==> config.mk <==
export PLATFORM = sky130hd
export DESIGN_NAME = dram_lsu
export DESIGN_NICKNAME = d
export VERILOG_FILES = /design/src/rtl/dram_lsu.sv
export SDC_FILE = /design/constraint.sdc
export NUM_CORES = 1
export LEC_CHECK = 0
export ABC_AREA = 1
export BUFFER_PORTS_ARGS = -buffer_cell sky130_fd_sc_hd__buf_2
export CAP_MARGIN = 20
export CORE_MARGIN = 10
export CORE_UTILIZATION = 53
export CTS_BUF_LIST = sky130_fd_sc_hd__clkbuf_8
export DETAILED_ROUTE_END_ITERATION = 12
export PLACE_DENSITY = 0.89
export SLEW_MARGIN = 15
export SYNTH_ARGS = -nofsm -noshare
export SYNTH_HDL_FRONTEND = slang
export SYNTH_SLANG_ARGS = --single-unit
==> constraint.sdc <==
create_clock -name clk -period 3.7 [get_ports clk]
set_input_delay 0.74 -clock clk [delete_from_list [all_inputs] [get_ports clk]]
set_output_delay 0.74 -clock clk [all_outputs]
set_load 0.01 [all_outputs]
==> src/rtl/dram_lsu.sv <==
// Load/store unit between the MEM stage and the memory read/write port: alignment check, size-masked stores,
// sign/zero-extended loads, stall and timeout. Optional counters enabled by DRAM_LSU_ACCESS_COUNT_EN.
module dram_lsu #(
    parameter int WORD_SIZE      = 32,
    parameter int ADDRESS_SIZE   = 16,
    parameter int TIMEOUT_CYCLES = 15
) (
    input  logic                    clk,
    input  logic                    rst,
    input  logic                    req_valid,
    input  logic                    req_we,
    input  logic [1:0]              req_size,
    input  logic                    req_signed,
    input  logic [ADDRESS_SIZE-1:0] req_addr,
    input  logic [WORD_SIZE-1:0]    req_wdata,
    output logic                    req_ready,
    output logic                    stall,
    output logic                    rsp_valid,
    output logic [WORD_SIZE-1:0]    rsp_rdata,
    output logic                    misaligned,
    output logic                    timeout_err,
    output logic                    mem_enable,
    output logic                    mem_rnw,
    output logic [ADDRESS_SIZE-1:0] mem_addr,
    output logic [WORD_SIZE-1:0]    mem_wdata,
    output logic                    mem_wdata_oe,
    input  logic [WORD_SIZE-1:0]    mem_rdata,
    input  logic                    mem_ready
`ifdef DRAM_LSU_ACCESS_COUNT_EN
    ,
    output logic [31:0]             load_cnt,
    output logic [31:0]             store_cnt,
    output logic [15:0]             misalign_cnt
`endif
);

    localparam int CW = $clog2(TIMEOUT_CYCLES + 1);

    typedef enum logic [1:0] {S_IDLE, S_ACCESS, S_RESP} state_t;

    state_t         state_q;
    logic [CW-1:0]  cnt_q;
    logic           we_q;
    logic           signed_q;
    logic [1:0]     size_q;

    logic                 misal_d;
    logic [WORD_SIZE-1:0] wdata_d;
    logic [WORD_SIZE-1:0] rdata_d;

    always_comb begin
        misal_d = 1'b0;
        wdata_d = req_wdata;
        case (req_size)
            2'b00: wdata_d = {{(WORD_SIZE-8){1'b0}}, req_wdata[7:0]};
            2'b01: begin
                misal_d = req_addr[0];
                wdata_d = {{(WORD_SIZE-16){1'b0}}, req_wdata[15:0]};
            end
            default: misal_d = |req_addr[1:0];
        endcase
    end

    always_comb begin
        rdata_d = mem_rdata;
        case (size_q)
            2'b00:   rdata_d = {{(WORD_SIZE-8){signed_q & mem_rdata[7]}}, mem_rdata[7:0]};
            2'b01:   rdata_d = {{(WORD_SIZE-16){signed_q & mem_rdata[15]}}, mem_rdata[15:0]};
            default: rdata_d = mem_rdata;
        endcase
    end

    always_ff @(posedge clk or negedge rst) begin
        if (!rst) begin
            state_q      <= S_IDLE;
            cnt_q        <= '0;
            we_q         <= 1'b0;
            signed_q     <= 1'b0;
            size_q       <= '0;
            req_ready    <= 1'b1;
            stall        <= 1'b0;
            rsp_valid    <= 1'b0;
            rsp_rdata    <= '0;
            misaligned   <= 1'b0;
            timeout_err  <= 1'b0;
            mem_enable   <= 1'b0;
            mem_rnw      <= 1'b1;
            mem_addr     <= '0;
            mem_wdata    <= '0;
            mem_wdata_oe <= 1'b0;
`ifdef DRAM_LSU_ACCESS_COUNT_EN
            load_cnt     <= '0;
            store_cnt    <= '0;
            misalign_cnt <= '0;
`endif
        end else begin
            misaligned <= 1'b0;
            rsp_valid  <= 1'b0;
            case (state_q)
                S_IDLE: begin
                    if (req_valid && req_ready) begin
                        if (misal_d) begin
                            misaligned <= 1'b1;
`ifdef DRAM_LSU_ACCESS_COUNT_EN
                            misalign_cnt <= misalign_cnt + 16'd1;
`endif
                        end else begin
                            state_q      <= S_ACCESS;
                            cnt_q        <= CW'(1);
                            we_q         <= req_we;
                            signed_q     <= req_signed;
                            size_q       <= req_size;
                            req_ready    <= 1'b0;
                            stall        <= 1'b1;
                            mem_enable   <= 1'b1;
                            mem_rnw      <= ~req_we;
                            mem_addr     <= req_addr;
                            mem_wdata    <= req_we ? wdata_d : '0;
                            mem_wdata_oe <= req_we;
                        end
                    end
                end
                S_ACCESS: begin
                    // First ACCESS cycle ignores mem_ready: it may still be high from the last access
                    if (mem_ready && cnt_q >= CW'(2)) begin
                        state_q      <= S_RESP;
                        mem_enable   <= 1'b0;
                        mem_wdata_oe <= 1'b0;
                        mem_rnw      <= 1'b1;
                        mem_wdata    <= '0;
                        rsp_valid    <= 1'b1;
                        rsp_rdata    <= we_q ? '0 : rdata_d;
`ifdef DRAM_LSU_ACCESS_COUNT_EN
                        if (we_q) store_cnt <= store_cnt + 32'd1;
                        else      load_cnt  <= load_cnt + 32'd1;
`endif
                    end else if (cnt_q == CW'(TIMEOUT_CYCLES)) begin
                        state_q      <= S_RESP;
                        mem_enable   <= 1'b0;
                        mem_wdata_oe <= 1'b0;
                        mem_rnw      <= 1'b1;
                        mem_wdata    <= '0;
                        rsp_valid    <= 1'b1;
                        rsp_rdata    <= '0;
                        timeout_err  <= 1'b1;
                    end else begin
                        cnt_q <= cnt_q + CW'(1);
                    end
                end
                S_RESP: begin
                    state_q   <= S_IDLE;
                    stall     <= 1'b0;
                    req_ready <= 1'b1;
                end
                default: state_q <= S_IDLE;
            endcase
        end
    end

endmodule

* After elaboration in Yosys (flattened, before gate mapping) *
Cells that the tools add are included.

operators by class
  equality and inequality tests = 10
  reductions and logical operators = 16
  multiplexer cells = 44
  bitwise gates (word level) = 5
  add/sub/neg operators = 1
  $lt $le $gt $ge = 1

operator list
  cell                                                                   count
  32-bit 2-to-1 mux                                                      7
  32-bit case mux with 2 select lines                                    3
  1-bit 2-to-1 mux                                                       18
  4-bit 2-to-1 mux                                                       4
  1-bit case mux with 2 select lines                                     6
  3-bit AND reduction                                                    4
  2-bit 2-to-1 mux                                                       4
  2-bit inequality test, second input constant                           4
  4-bit case mux with 2 select lines                                     1
  2-bit by 1-bit equality test with 1-bit output, second input constant  3
  2-bit zero test                                                        3
  2-bit nonzero test                                                     3
  5-bit AND reduction                                                    1
  4-bit by 1-bit adder with 4-bit output, second input constant          1
  4-bit equality test, second input constant                             1
  4-bit by 2-bit >= comparator with 1-bit output, second input constant  1
  2-bit case mux with 2 select lines                                     1
  4-bit AND reduction                                                    1
  3-bit inequality test, second input constant                           1
  1-bit inverter                                                         3
  1-bit bitwise AND                                                      2
  2-bit equality test, second input constant                             1
  1-bit logical AND                                                      2
  2-bit AND reduction                                                    1
  2-bit OR reduction                                                     1

word-level totals
  bits of input ports = 88
  output and inout port bits = 88
  logic and storage cells = 93
  register bits = 98

* Logic depth before layout (Yosys ltp) *
  depth after elaboration = 6
  depth in mapped cells = 10

* Least setup slack after synthesis *
Ideal clock, no wire load.

  path type = input-to-reg
  from = in req_size[1]
  to = reg mem_wdata[21]
  stages = 8
  data arrival time = 1.553 ns
  path slack = 2.029 ns
  setup time = 0.118 ns
  data required time = 3.582 ns
  path through = buf_4 > nand2_1 > nand2_1 > nor2_4 > nor2_8 > buf_6 > nand2_1 > nand2_1

between the ends
  longest elaborated chain between the ends = 6
  elaborated cells on any way between the ends = 10
  classes of those cells = 2 x eq/ne; 6 x mux; 2 x reduce/logical

ends and longest elaborated chain
  element                                                                                   RTL line  RTL
  from (decl)                                                                               12        input logic [1:0] req_size,
  2-bit by 1-bit equality test with 1-bit output / 2-bit zero test (equally long branches)  54        case (req_size)
  32-bit case mux with 2 select lines                                                       54
  32-bit 2-to-1 mux                                                                         118       mem_wdata <= req_we ? wdata_d : '0;
  32-bit 2-to-1 mux                                                                         102       if (misal_d) begin
  32-bit 2-to-1 mux                                                                         101       if (req_valid && req_ready) begin
  32-bit case mux with 2 select lines                                                       99        case (state_q)
  to (signal assigned)                                                                      118
  to (decl)                                                                                 25        output logic [WORD_SIZE-1:0] mem_wdata,

Parallel ways exist; a longest one is shown, timed or not. The select of a mux whose other input is x is not followed.
A chain may end at the register's enable or synchronous reset.

* Final worst setup path *
  from = in req_size[1]
  to = reg mem_wdata[14]

Same word-level chain as after synthesis.

==> metrics.md <==
| Metric | Value |
|---|---|
| Status | `finished clean` |
| Crit share post-route | `around two thirds` |
| Post-synthesis compound-gate area fraction | `around 4.3%` |
| # diodes | `0` |
| Critical path's top delay family | `simple AND/OR/NAND/NOR gates` |
| Initial Util | `54.2%` |
| Endpoints failing setup | `0` |
| Post-synthesis adder-cell area fraction | `0.600%` |
| Cells after Synth | `roughly 470` |
| Global-route wire length before repair | `17900 µm` |
| Synth unique cells | `30` |
| Post-synthesis mux area share | `0%` |
| Hold-fix buffers, CTS | `0` |
| Via Count | `3666` |
| Synth Area in Simple Gates | `around 31%` |
| Slew Limit Fails | `0` |
| Setup Crit Path Kind | `in -> reg` |
| Detail Route Antenna Nets | `0` |
| CP arrival | `2.69 ns` |
| Clock Tree Root | `clkbuf_8` |
| CP endpoint kind | `flip-flop` |
| CTS tree | `built` |
| Clk sinks | `98` |
| Setup Buffers After CTS | `0` |
| Fin crit period | `about 2.4 ns` |
| Crit start category | `input pin` |
| Pwr/cell area | `763 nW/µm²` |
| Clock slew at reported path FFs | `0.10 ns` |
| Via density | `4.93` |
| Routed wire length | `11200 µm` |
| Global placement routability congestion | `0.825` |
| Largest family of logic cells by synthesized area | `simple AND/OR/NAND/NOR gates` |
| Area Growth Syn to Fin | `26.3%` |
| Critical R2R Capture | `mem_wdata[14]` |
| Max Cap Viol | `0` |
| Gr ovfl total | `0` |
| Worst setup margin | `1.30 ns` |
| Placed Cells | `727` |
| Largest net degree at the start of global routing | `88` |
| Syn_area_per_cell | `8.89 µm²` |
| Syn nets | `approximately 560` |
| Core box area | `7690 µm²` |
| Post-synth top flop | `dfrtp_1` |
| Worst Path Required | `3.99 ns` |
| Area of the multi-input gates | `1510 µm²` |
| Worst-Skew Late Latency | `0.35 ns` |
| Total GRT Usage | `between 10% and 20%` |
| Post-synthesis instance area | `4170 µm²` |
| Nets | `726` |
| EDFF count, synth | `0` |
| Final hold viol count | `0` |
| Maximum fanout along the worst path | `34` |
| Cts bufs inserted | `9` |
| Router iterations before antenna repair | `4` |
| Resize count post-CTS | `0` |
| Post-Route Utilization | `68.5%` |
| Critical-path top delay cell | `nor2_4` |
| Post-Synth XOR/XNOR Area | `0%` |
| Cell Count, Final, Fillers Out | `743` |
| Synth Warn # | `0` |
| H-tree depth | `3` |
| Die extent in y | `109 µm` |
| Stages on worst setup path | `6` |
| Fraction of layout cells with a size suffix above 1 | `34.5%` |
| Number of synthesized register bits | `98` |
| Die area | `about 12000 µm²` |
| Synth top area share | `57.6%` |
| FF-to-FF Start | `req_ready` |
| Area leader, netlist | `dfrtp_1` |
| Count leader, synth | `nand2_1` |
| Worst slack at placement | `0.926 ns` |
| CP Buf/Inv Count | `1` |
| Crit. Startpoint | `req_size[1]` |
| # fillers | `663` |
| Rel. slew slack | `a little under a third` |
| WL/cell | `15.1 µm` |
| Worst path cell trace | `buf_2 -> o21ai_1 -> nand4_2 -> nor2_4 -> nand3_1 -> nand2_1` |
| P_leak | `0.00319 µW` |
| I/O Buffers | `175` |
| Synth top area cells | `dfrtp_1 58%, nand2_1 20%, nand3_1 5.5%, o21ai_2 2.1%, nor2_1 2.1%` |
| Crit path to | `mem_wdata[14]` |
| Flop2flop setup slack | `1.38 ns` |
| Worst Hold Slack | `0.412 ns` |
| Post-synthesis sequential area ratio | `58.9%` |
| Antenna violations before repair | `0` |
| FF+latch area | `2450 µm²` |
| Ys async rst share | `100%` |
| FP Rows | `32` |
| # IOs | `between 150 and 200` |
| Worst r2r path cells | `6` |
| Post-DP HPWL | `about 8500 µm` |
| # DRC | `0` |
| RSZ-0062 raised after global routing | `no` |
| Die width | `109 µm` |
| CTS max path bufs | `2` |
| Peak VDD IR | `0.403 mV` |
| Worst min path class | `in -> async` |
| Largest stage delay, worst path | `0.75 ns` |
| First DRT Iteration DRCs | `161` |
| Worst Clk Skew | `0.0172 ns` |
| Most instantiated cells after synthesis | `220 x nand2_1, 96 x dfrtp_1, 46 x nand3_1, 23 x nor2_1, 13 x inv_1` |
| Vias in the first global route | `3713` |
| Fmax achieved | `0.417 GHz` |
| Worst-Margin Slew | `1.04 ns` |
| TNS Setup | `0 ns` |
## cell families after synthesis
logic type / after synthesis
AND/OR/NAND/NOR: 307
flip-flops: 98
adder cells (fa/ha/maj): 2
buffers and inverters: 36
AO/OA/AOI/OAI: 26
## cells in the final DEF, fill, tap and decap left out, types with 2 or more instances in the layout
cell type  count
ha_1           2
o21ai_0        9
dfstp_2        2
o21bai_1       2
nand2_1      220
nand3_1       46
bufinv_16      2
or2_2          2
nor2_1        23
inv_2          2
nand4_1        2
nor2_2         2
nand2_4        2
o21ai_2       10
nand2_2        2
a21oi_1        2
buf_2        174
nor2_4         3
clkbuf_8      10
nand3_2        2
dfrtp_1       96
inv_1         14
## report_power, final
| part | switching (µW) | internal, µW | leakage [µW] |
|---|---|---|---|
| Clock | 362 | 401 | 0.000114 |
| Sequential | 235 | 1500 | 0.00130 |
| Combinational | 962 | 566 | 0.00178 |
## metrics by stage
stage | area [µm²] | total power [µW]
6_report | 5270 | 4020
5_1_grt | 5270 | 4320
4_1_cts | 5270 | 4070
3_3_place_gp | 5040 | 3230
2_1_floorplan | 4170 | 2660
3_5_place_dp | 5040 | 3310
## state kept, by name, indices dropped and copies added (netlist names), 2 cells and up
signal / cells
mem_wdata: 32
rsp_rdata: 32
mem_addr: 16
cnt_q: 4
size_q: 2
state_q: 2
## layout make-up
| cell class | instances | share of cell area, % |
|---|---|---|
| repair buffers | 176 | 16.9 |
| well taps | 102 | 2.42 |
| flip-flops and latches | 98 | 46.6 |
| clock inverters | 6 | 1.69 |
| clock buffers | 10 | 2.61 |
| inverters | 16 | 1.14 |
| multi-input cells | 335 | 28.7 |
## how the worst min path moves through the flow
stage	start	end	slack [ns]
after global placement	mem_addr[6]	mem_addr[6]	0.45
after CTS	mem_addr[3]	mem_addr[3]	0.48
after detailed placement	mem_addr[3]	mem_addr[3]	0.45
after global routing	rst	rsp_rdata[31]	0.50
final	rst	rsp_rdata[31]	0.41
after floorplan	rst	cnt_q[0]	0.44
## routing by layer
metal	vias to the layer above	global-route usage (%)	share of wire [%]
met1	1713	23.1	41
met2	146	30.5	49
met5	-	0	0
met3	7	5.66	8.6
li1	1800	-	-
met4	0	6.12	1.0
No activity file was read; power rests on OpenSTA's default activity.
